--- config.mk ---
export PLATFORM = sky130hd
export DESIGN_NAME = controller_input_flat
export DESIGN_NICKNAME = d
export VERILOG_FILES = /design/src/rtl/controller_input_if.sv /design/src/rtl/controller_input.sv /design/src/flat_wrapper.sv
export SDC_FILE = /design/constraint.sdc
export NUM_CORES = 1
export LEC_CHECK = 0
export ABC_AREA = 1
export BUFFER_PORTS_ARGS = -buffer_cell sky130_fd_sc_hd__buf_2
export CAP_MARGIN = 10
export CORE_MARGIN = 2
export CORE_UTILIZATION = 30
export CTS_BUF_LIST = sky130_fd_sc_hd__clkbuf_4
export DETAILED_ROUTE_END_ITERATION = 12
export GPL_TIMING_DRIVEN = 0
export PLACE_DENSITY = 0.54
export SYNTH_ARGS = -nofsm -noshare
export SYNTH_HDL_FRONTEND = slang
export SYNTH_SLANG_ARGS = --single-unit
--- constraint.sdc ---
create_clock -name clock -period 1.29 [get_ports clock]
set_input_delay 0.258 -clock clock [delete_from_list [all_inputs] [get_ports clock]]
set_output_delay 0.258 -clock clock [all_outputs]
set_load 0.1 [all_outputs]
--- src/rtl/controller_input_if.sv ---
// ---------------------------------------------------------------------------
// controller_input_if
//
// Read bus between the MMIO address decoder and the controller front-end.
//
//   rd_en   : read strobe, driven by the decoder
//   rd_addr : register select (4 words), driven by the decoder
//   rd_data : registered read data, driven by the controller front-end
//
// Modports:
//   master : MMIO decoder side (drives the strobe and address)
//   slave  : controller_input side (returns the data)
// ---------------------------------------------------------------------------
interface controller_input_if;
  logic        rd_en;
  logic [1:0]  rd_addr;
  logic [31:0] rd_data;

  modport master (output rd_en, output rd_addr, input rd_data);
  modport slave  (input rd_en, input rd_addr, output rd_data);
endinterface

--- src/rtl/controller_input.sv ---
// ---------------------------------------------------------------------------
// controller_input
//
// Front-end for the two game controllers on the GPIO header. It synchronises
// the raw active-low pins, debounces each button independently, latches
// press events until software reads them, and exposes a 4-word registered
// read port that the MMIO decoder maps into dmem space.
//
// Ports:
//   clock         : system clock, all flops rising-edge
//   reset_n       : asynchronous active-low reset
//   gpio_in       : raw pins, 0 = pressed; [NUM_BTNS-1:0] player 1,
//                   [2*NUM_BTNS-1:NUM_BTNS] player 2
//   bus           : read port (rd_en, rd_addr in; rd_data out, 1-cycle latency)
//   p1_state      : player 1 debounced levels, 1 = pressed
//   p2_state      : player 2 debounced levels, 1 = pressed
//   event_pending : OR of every latched press-event flag
//
// Register map (unused upper bits read 0):
//   0 : {p2_state, p1_state}
//   1 : player 1 press flags, cleared by the read
//   2 : player 2 press flags, cleared by the read
//   3 : {16'hC0DE, 14'b0, any button pressed, event_pending}
// ---------------------------------------------------------------------------
module controller_input #(
  parameter int NUM_BTNS        = 8,
  parameter int DEBOUNCE_CYCLES = 250000,
  parameter int CNT_W           = 18
) (
  input  logic                    clock,
  input  logic                    reset_n,
  input  logic [2*NUM_BTNS-1:0]   gpio_in,
  controller_input_if.slave       bus,
  output logic [NUM_BTNS-1:0]     p1_state,
  output logic [NUM_BTNS-1:0]     p2_state,
  output logic                    event_pending
);

  localparam int TOTAL = 2 * NUM_BTNS;
  localparam logic [CNT_W-1:0] CNT_MAX = CNT_W'(DEBOUNCE_CYCLES - 1);

  logic [TOTAL-1:0]    r_syncMeta;
  logic [TOTAL-1:0]    r_syncPin;
  logic [TOTAL-1:0]    r_stable;
  logic [NUM_BTNS-1:0] r_evtP1;
  logic [NUM_BTNS-1:0] r_evtP2;
  logic [31:0]         r_rdData;

  logic [TOTAL-1:0]    w_sync;
  logic [TOTAL-1:0]    w_done;
  logic [TOTAL-1:0]    w_rise;
  logic                w_clrP1;
  logic                w_clrP2;
  logic                w_pending;

  // Two-flop synchroniser. Flops reset to 1 so every button starts released.
  always_ff @(posedge clock or negedge reset_n) begin
    if (!reset_n) begin
      r_syncMeta <= '1;
      r_syncPin  <= '1;
    end else begin
      r_syncMeta <= gpio_in;
      r_syncPin  <= r_syncMeta;
    end
  end

  assign w_sync = ~r_syncPin;

  // One debounce counter per button. The counter only runs while the synced
  // level disagrees with the accepted level; any agreement (a bounce back)
  // restarts it from zero. w_done marks the cycle the new level is accepted.
  for (genvar i = 0; i < TOTAL; i++) begin : g_bit
    logic [CNT_W-1:0] r_cnt;

    always_ff @(posedge clock or negedge reset_n) begin
      if (!reset_n) begin
        r_cnt <= '0;
      end else if (w_sync[i] == r_stable[i]) begin
        r_cnt <= '0;
      end else if (r_cnt == CNT_MAX) begin
        r_cnt <= '0;
      end else begin
        r_cnt <= r_cnt + CNT_W'(1);
      end
    end

    assign w_done[i] = (w_sync[i] != r_stable[i]) && (r_cnt == CNT_MAX);
  end

  // An accepted change is always a flip of the stable bit, because w_done is
  // only asserted while sync and stable differ.
  always_ff @(posedge clock or negedge reset_n) begin
    if (!reset_n) begin
      r_stable <= '0;
    end else begin
      r_stable <= r_stable ^ w_done;
    end
  end

  assign w_rise  = w_done & w_sync;
  assign w_clrP1 = bus.rd_en && (bus.rd_addr == 2'd1);
  assign w_clrP2 = bus.rd_en && (bus.rd_addr == 2'd2);

  // Sticky press flags. The set term is OR-ed in after the clear, so a press
  // accepted on the same edge as a clear-on-read survives for the next read.
  always_ff @(posedge clock or negedge reset_n) begin
    if (!reset_n) begin
      r_evtP1 <= '0;
      r_evtP2 <= '0;
    end else begin
      r_evtP1 <= (r_evtP1 & ~{NUM_BTNS{w_clrP1}}) | w_rise[NUM_BTNS-1:0];
      r_evtP2 <= (r_evtP2 & ~{NUM_BTNS{w_clrP2}}) | w_rise[TOTAL-1:NUM_BTNS];
    end
  end

  assign w_pending = (|r_evtP1) | (|r_evtP2);

  // Registered read port. Only registered state feeds the mux, so there is
  // no combinational path from any input to rd_data.
  always_ff @(posedge clock or negedge reset_n) begin
    if (!reset_n) begin
      r_rdData <= '0;
    end else if (bus.rd_en) begin
      case (bus.rd_addr)
        2'd0:    r_rdData <= 32'(r_stable);
        2'd1:    r_rdData <= 32'(r_evtP1);
        2'd2:    r_rdData <= 32'(r_evtP2);
        default: r_rdData <= {16'hC0DE, 14'd0, |r_stable, w_pending};
      endcase
    end
  end

  assign bus.rd_data    = r_rdData;
  assign p1_state       = r_stable[NUM_BTNS-1:0];
  assign p2_state       = r_stable[TOTAL-1:NUM_BTNS];
  assign event_pending  = w_pending;

endmodule

--- src/flat_wrapper.sv ---
// flat-port wrapper written by rule: the top's interface ports become plain ports
module controller_input_flat 
#(
  parameter int NUM_BTNS        = 8,
  parameter int DEBOUNCE_CYCLES = 250000,
  parameter int CNT_W           = 18
)
  (clock, reset_n, gpio_in, p1_state, p2_state, event_pending, bus_rd_en, bus_rd_addr, bus_rd_data);
  controller_input_if bus_i ();
  input  logic clock;
  input  logic reset_n;
  input  logic [2*NUM_BTNS-1:0] gpio_in;
  output logic [NUM_BTNS-1:0] p1_state;
  output logic [NUM_BTNS-1:0] p2_state;
  output logic event_pending;
  input wire logic [$bits(bus_i.rd_en)-1:0] bus_rd_en;
  input wire logic [$bits(bus_i.rd_addr)-1:0] bus_rd_addr;
  output wire logic [$bits(bus_i.rd_data)-1:0] bus_rd_data;
  assign bus_i.rd_en = bus_rd_en;
  assign bus_i.rd_addr = bus_rd_addr;
  assign bus_rd_data = bus_i.rd_data;
  controller_input #(.NUM_BTNS(NUM_BTNS), .DEBOUNCE_CYCLES(DEBOUNCE_CYCLES), .CNT_W(CNT_W)) u_core (.clock(clock), .reset_n(reset_n), .gpio_in(gpio_in), .bus(bus_i), .p1_state(p1_state), .p2_state(p2_state), .event_pending(event_pending));
endmodule
* Word level (Yosys, flattened, before mapping)
Cells that the tools add are included.
Storage, ports and cells: bits in registers 384, input port bits 21, output and inout port bits 49
Cells by class: add/subtract/negate cells 16, equality and inequality tests 50, muxes and demuxes 33, bitwise operators 10, reduce and logical (&&, ||, !) cells 22
Operators with widths (count):
- 18-bit 2-to-1 mux | 32
- 18-bit by 1-bit adder with 18-bit output (second input constant) | 16
- 18-bit equality test (second input constant) | 16
- 32-bit one-hot mux with 3 select lines | 1
- 1-bit logical AND | 18
- 16-bit bitwise AND | 1
- 8-bit bitwise AND | 2
- 1-bit equality test | 16
- 1-bit inequality test | 16
- 16-bit inverter | 1
- 8-bit inverter | 2
- 8-bit bitwise OR | 2
- 16-bit OR reduction | 1
- 8-bit OR reduction | 2
- 16-bit XOR | 1
- 2-bit by 1-bit equality test with 1-bit output (second input constant) | 1
- 2-bit equality test (second input constant) | 1
- 2-bit zero test | 1
- 1-bit bitwise OR | 1

* Depth between registers and ports, before layout
depth in word-level cells 5, gate-level depth with buffers 9, gate-level depth less buffers 9

* Worst setup path before layout
Ideal clock, no wire load.
path type register to output, from register, netlist name u_core.bus.rd_data[30], to output bus_rd_data[18], arrival 1440 ps, required time 1032 ps, slack -408 ps, cell stages (with the launch flop) 2, path through dfrtp_1 > buf_4
RTL lines:
- to (decl) | line flat_wrapper.sv:18 | output wire logic [$bits(bus_i.rd_data)-1:0] bus_rd_data;

* Final worst setup path
from register u_core.r_evtP1[7], to output event_pending
Between the ends: word-level cells in the longest chain between the ends 2
RTL lines:
- from (decl) | line controller_input.sv:45 | logic [NUM_BTNS-1:0] r_evtP1;
- from (signal assigned) | line controller_input.sv:111 | r_evtP1 <= (r_evtP1 & ~{NUM_BTNS{w_clrP1}}) | w_rise[NUM_BTNS-1:0];
- 8-bit OR reduction | line controller_input.sv:116 | assign w_pending = (|r_evtP1) | (|r_evtP2);
- 1-bit bitwise OR | line controller_input.sv:116
- to (decl) | line flat_wrapper.sv:15 | output logic event_pending;
No other way between the ends.

==> metrics.md <==
| Metric | Value |
|---|---|
| Outcome | `complete, but fails checks` |
| Failing checks | `hold timing, setup timing` |
| Core ar. | `64300 sq um` |
| Syn Std Cell Area | `19500 sq um` |
| Max Freq | `464 MHz` |
| Crit path launch type | `flip-flop` |
| Pwr per Cell Area | `919 nW/um^2` |
| Minimum clock period | `2160 ps` |
| Worst skew pair latency | `870 ps` |
| Vias | `17500` |
| FF-to-FF Start | `u_core.g_bit[5].r_cnt[0]$_DFF_PN0_` |
| Initial Utilization | `30.3%` |
| Global route overflow | `0` |
| #FFs+latches synth | `369` |
| Setup CP Type | `flip-flop to output pin` |
| Antenna-violating nets left | `0` |
| DR pass1 iterations | `5` |
| EDFF count, synth | `0` |
| Final worst slack | `-865 ps` |
| Die ar. | `67000 sq um` |
| GP Congestion | `0.859` |
| Final #Nets | `2937` |
| Fin crit share | `167%` |
| Share of cells above drive strength 1 | `37.7%` |
| Fillcell total | `6426` |
| CTS Root Cell | `clkbuf_4` |
| Worst hold slack | `-599 ps` |
| Cells after Synth | `2503` |
| Post-synth top cells | `nor2_1 (591), nand2_1 (515), dfrtp_1 (337)` |
| Avg Inst Size Synth | `7.79 sq um` |
| H-tree depth | `3` |
| Final Hold Fails | `124` |
| Ports | `70` |
| Placed Instance Area | `21100 sq um` |
| Worst Clk Skew | `68.3 ps` |
| Setup-failing EPs final | `199` |
| Growth of design area from synthesis to finish | `42.6%` |
| Largest area contributor in the netlist | `dfrtp_1` |
| Seq/Total Area, Yosys | `47.6%` |
| Final Max Slew Viols | `0` |
| R2r setup slk | `-250 ps` |
| Power Total | `25600 uW` |
| First-pass GRT wire length | `85100 um` |
| DRC viols | `0` |
| Drt total wl | `52300 um` |
| Vias per std cell | `4.55` |
| Total Routing Usage GR | `15.4%` |
| Vias in the first global route | `17200` |
| Worst r2r path cells | `8` |
| Worst-Margin Slew | `773 ps` |
| Die width | `259 um` |
| Wirelength per Cell | `13.6 um` |
| Critical Path AT | `1900 ps` |
| Most common cell in the netlist | `nor2_1` |
| Place WS | `-587 ps` |
| Pin count of the biggest net entering global routing | `109` |
| Cts hold-fix bufs | `33` |
| CTS tree | `done` |
| Critical Path End Type | `output pin` |
| Detailed Route Iter0 Violations | `1040` |
| Total CTS buffers | `106` |
| Synth top area share | `43.3%` |
| Die Height | `259 um` |
| Critical path peak fanout | `3` |
| Clock Sinks | `369` |
| Setup TNS | `-31450 ps` |
| Fin area | `27800 sq um` |
| Distinct cells, synth | `33` |
| Port Buffers | `60` |
| HPWL Detailed | `32800 um` |
| Most common flop cell mapped by yosys | `dfrtp_1` |
| Ys async rst share | `100%` |
| Top area cells in the synthesized netlist | `dfrtp_1 (43%), nor2_1 (11%), nand2_1 (9.9%), nand3_1 (5.8%), inv_1 (4.9%)` |
| Row count | `93` |
| Max-Cap Viols | `0` |
| Slew HR | `48.5%` |
| Initial antenna violation count | `2` |
| Worst-case clock buffer depth | `3` |
| RSZ-0062 raised after global routing | `true` |
| Peak supply drop | `0.505 mV` |
| Worst endpoint required time | `1030 ps` |
| Class of the worst hold path | `primary input to asynchronous set/reset pin` |
| Leakage | `0.0116 uW` |
| Yosys warning total | `0` |
| Worst flop-to-flop path endpoint | `u_core.g_bit[5].r_cnt[12]$_DFF_PN0_` |
| Clock Pin Slew Worst Setup and Hold Paths | `70 ps` |
-- what timing repair did --
item	in CTS	in global routing
hold endpoints to repair	175	83
pin swaps	137	175
buffers inserted	123	68
resized for setup	507	457
setup endpoints to repair	284	359
cloned	9	1
-- worst max-delay path by stage --
| stage | startpoint | to | depth (start not counted) |
|---|---|---|---|
| 6_report | u_core.r_evtP1[7]$_DFF_PN0_ | event_pending | 5 |
| 5_1_grt | u_core.r_evtP1[7]$_DFF_PN0_ | event_pending | 5 |
| 4_1_cts | u_core.r_evtP2[7]$_DFF_PN0_ | event_pending | 5 |
| 3_5_place_dp | reset_n | asynchronous set/reset pin | 3 |
| 3_3_place_gp | reset_n | asynchronous set/reset pin | 1 |
| 2_1_floorplan | u_core.g_bit[9].r_cnt[0]$_DFF_PN0_ | u_core.g_bit[9].r_cnt[10]$_DFF_PN0_ | 6 |
-- cell usage in the layout, fill, tap and decap left out, types with 45 or more instances in the layout --
cell type,instances
buf_12,45
buf_4,130
buf_6,60
clkbuf_4,169
dfrtp_1,259
dfrtp_2,61
inv_1,213
nand2_1,444
nand2_2,52
nand2_4,58
nand3_1,166
nand4_1,52
nor2_1,422
nor2_2,123
nor2_4,136
xor2_1,102
-- cell families (layout without fill, tap and decap cells) --
family | Yosys count | after routing | share of synthesized area [%]
AND/OR/NAND/NOR | 1598 | 1605 | 36.8
flip-flops | 369 | 369 | 47.6
buffers and inverters | 288 | 764 | 5.88
XOR/XNOR | 144 | 144 | 6.47
AO/OA/AOI/OAI | 87 | 87 | 2.28
adder cells (fa/ha/maj) | 16 | 16 | 1.03
other | 1 | 12 | 0.0192
-- layout make-up --
type	count	area [sq um]	share of cell area [%]
Timing Repair inverter	3	16.3	0.0585
Sequential cell	369	9410	33.9
Inverter	263	1100	3.94
Buffer	19	154	0.553
Tap cell	855	1070	3.85
Timing Repair Buffer	278	2970	10.7
Antenna cell	4	10.0	0.0360
Clock buffer	168	1260	4.54
Clock inverter	33	164	0.589
Multi-Input combinational cell	1860	11600	41.9
-- power breakdown --
part | total [uW] | internal (uW) | switching [uW]
clock network | 11400 | 6100 | 5320
logic | 2140 | 836 | 1300
registers | 12000 | 11800 | 218
total | 25600 | 18700 | 6840
-- through the flow --
| step | cells | hold slack, ps | utilization (%) |
|---|---|---|---|
| after floorplan | 2510 | -37.6 | - |
| after global placement | 3425 | 346 | 32.6 |
| after detailed placement | 3428 | 320 | 32.8 |
| after CTS | 3789 | -653 | 40.0 |
| after global routing | 3852 | -612 | 43.2 |
| final | 3852 | -599 | 43.2 |
-- sequential cells by signal (all words and copies together) (netlist names), named ones only --
name and cells:
u_core.g_bit.r_cnt 288, u_core.bus.rd_data 17, u_core.r_syncMeta 16, u_core.r_syncPin 16, u_core.r_evtP1 8, u_core.r_evtP2 8
-- layer usage --
layer | GRT usage [%] | up-vias | wire (um)
li1 | - | 8776 | -
met5 | 0 | - | 0
met4 | 5.11 | 0 | 1150
met2 | 24.5 | 298 | 24700
met1 | 20.7 | 8353 | 24100
met3 | 3.58 | 101 | 2350
-- worst max-delay path: stages, from the launching register on --
cell	delay, ps
dfrtp_1	420
nor2_1	110
nand2_1	80
nor2_2	150
nand2_4	100
buf_12	180
(Power assumes the default switching activity.)
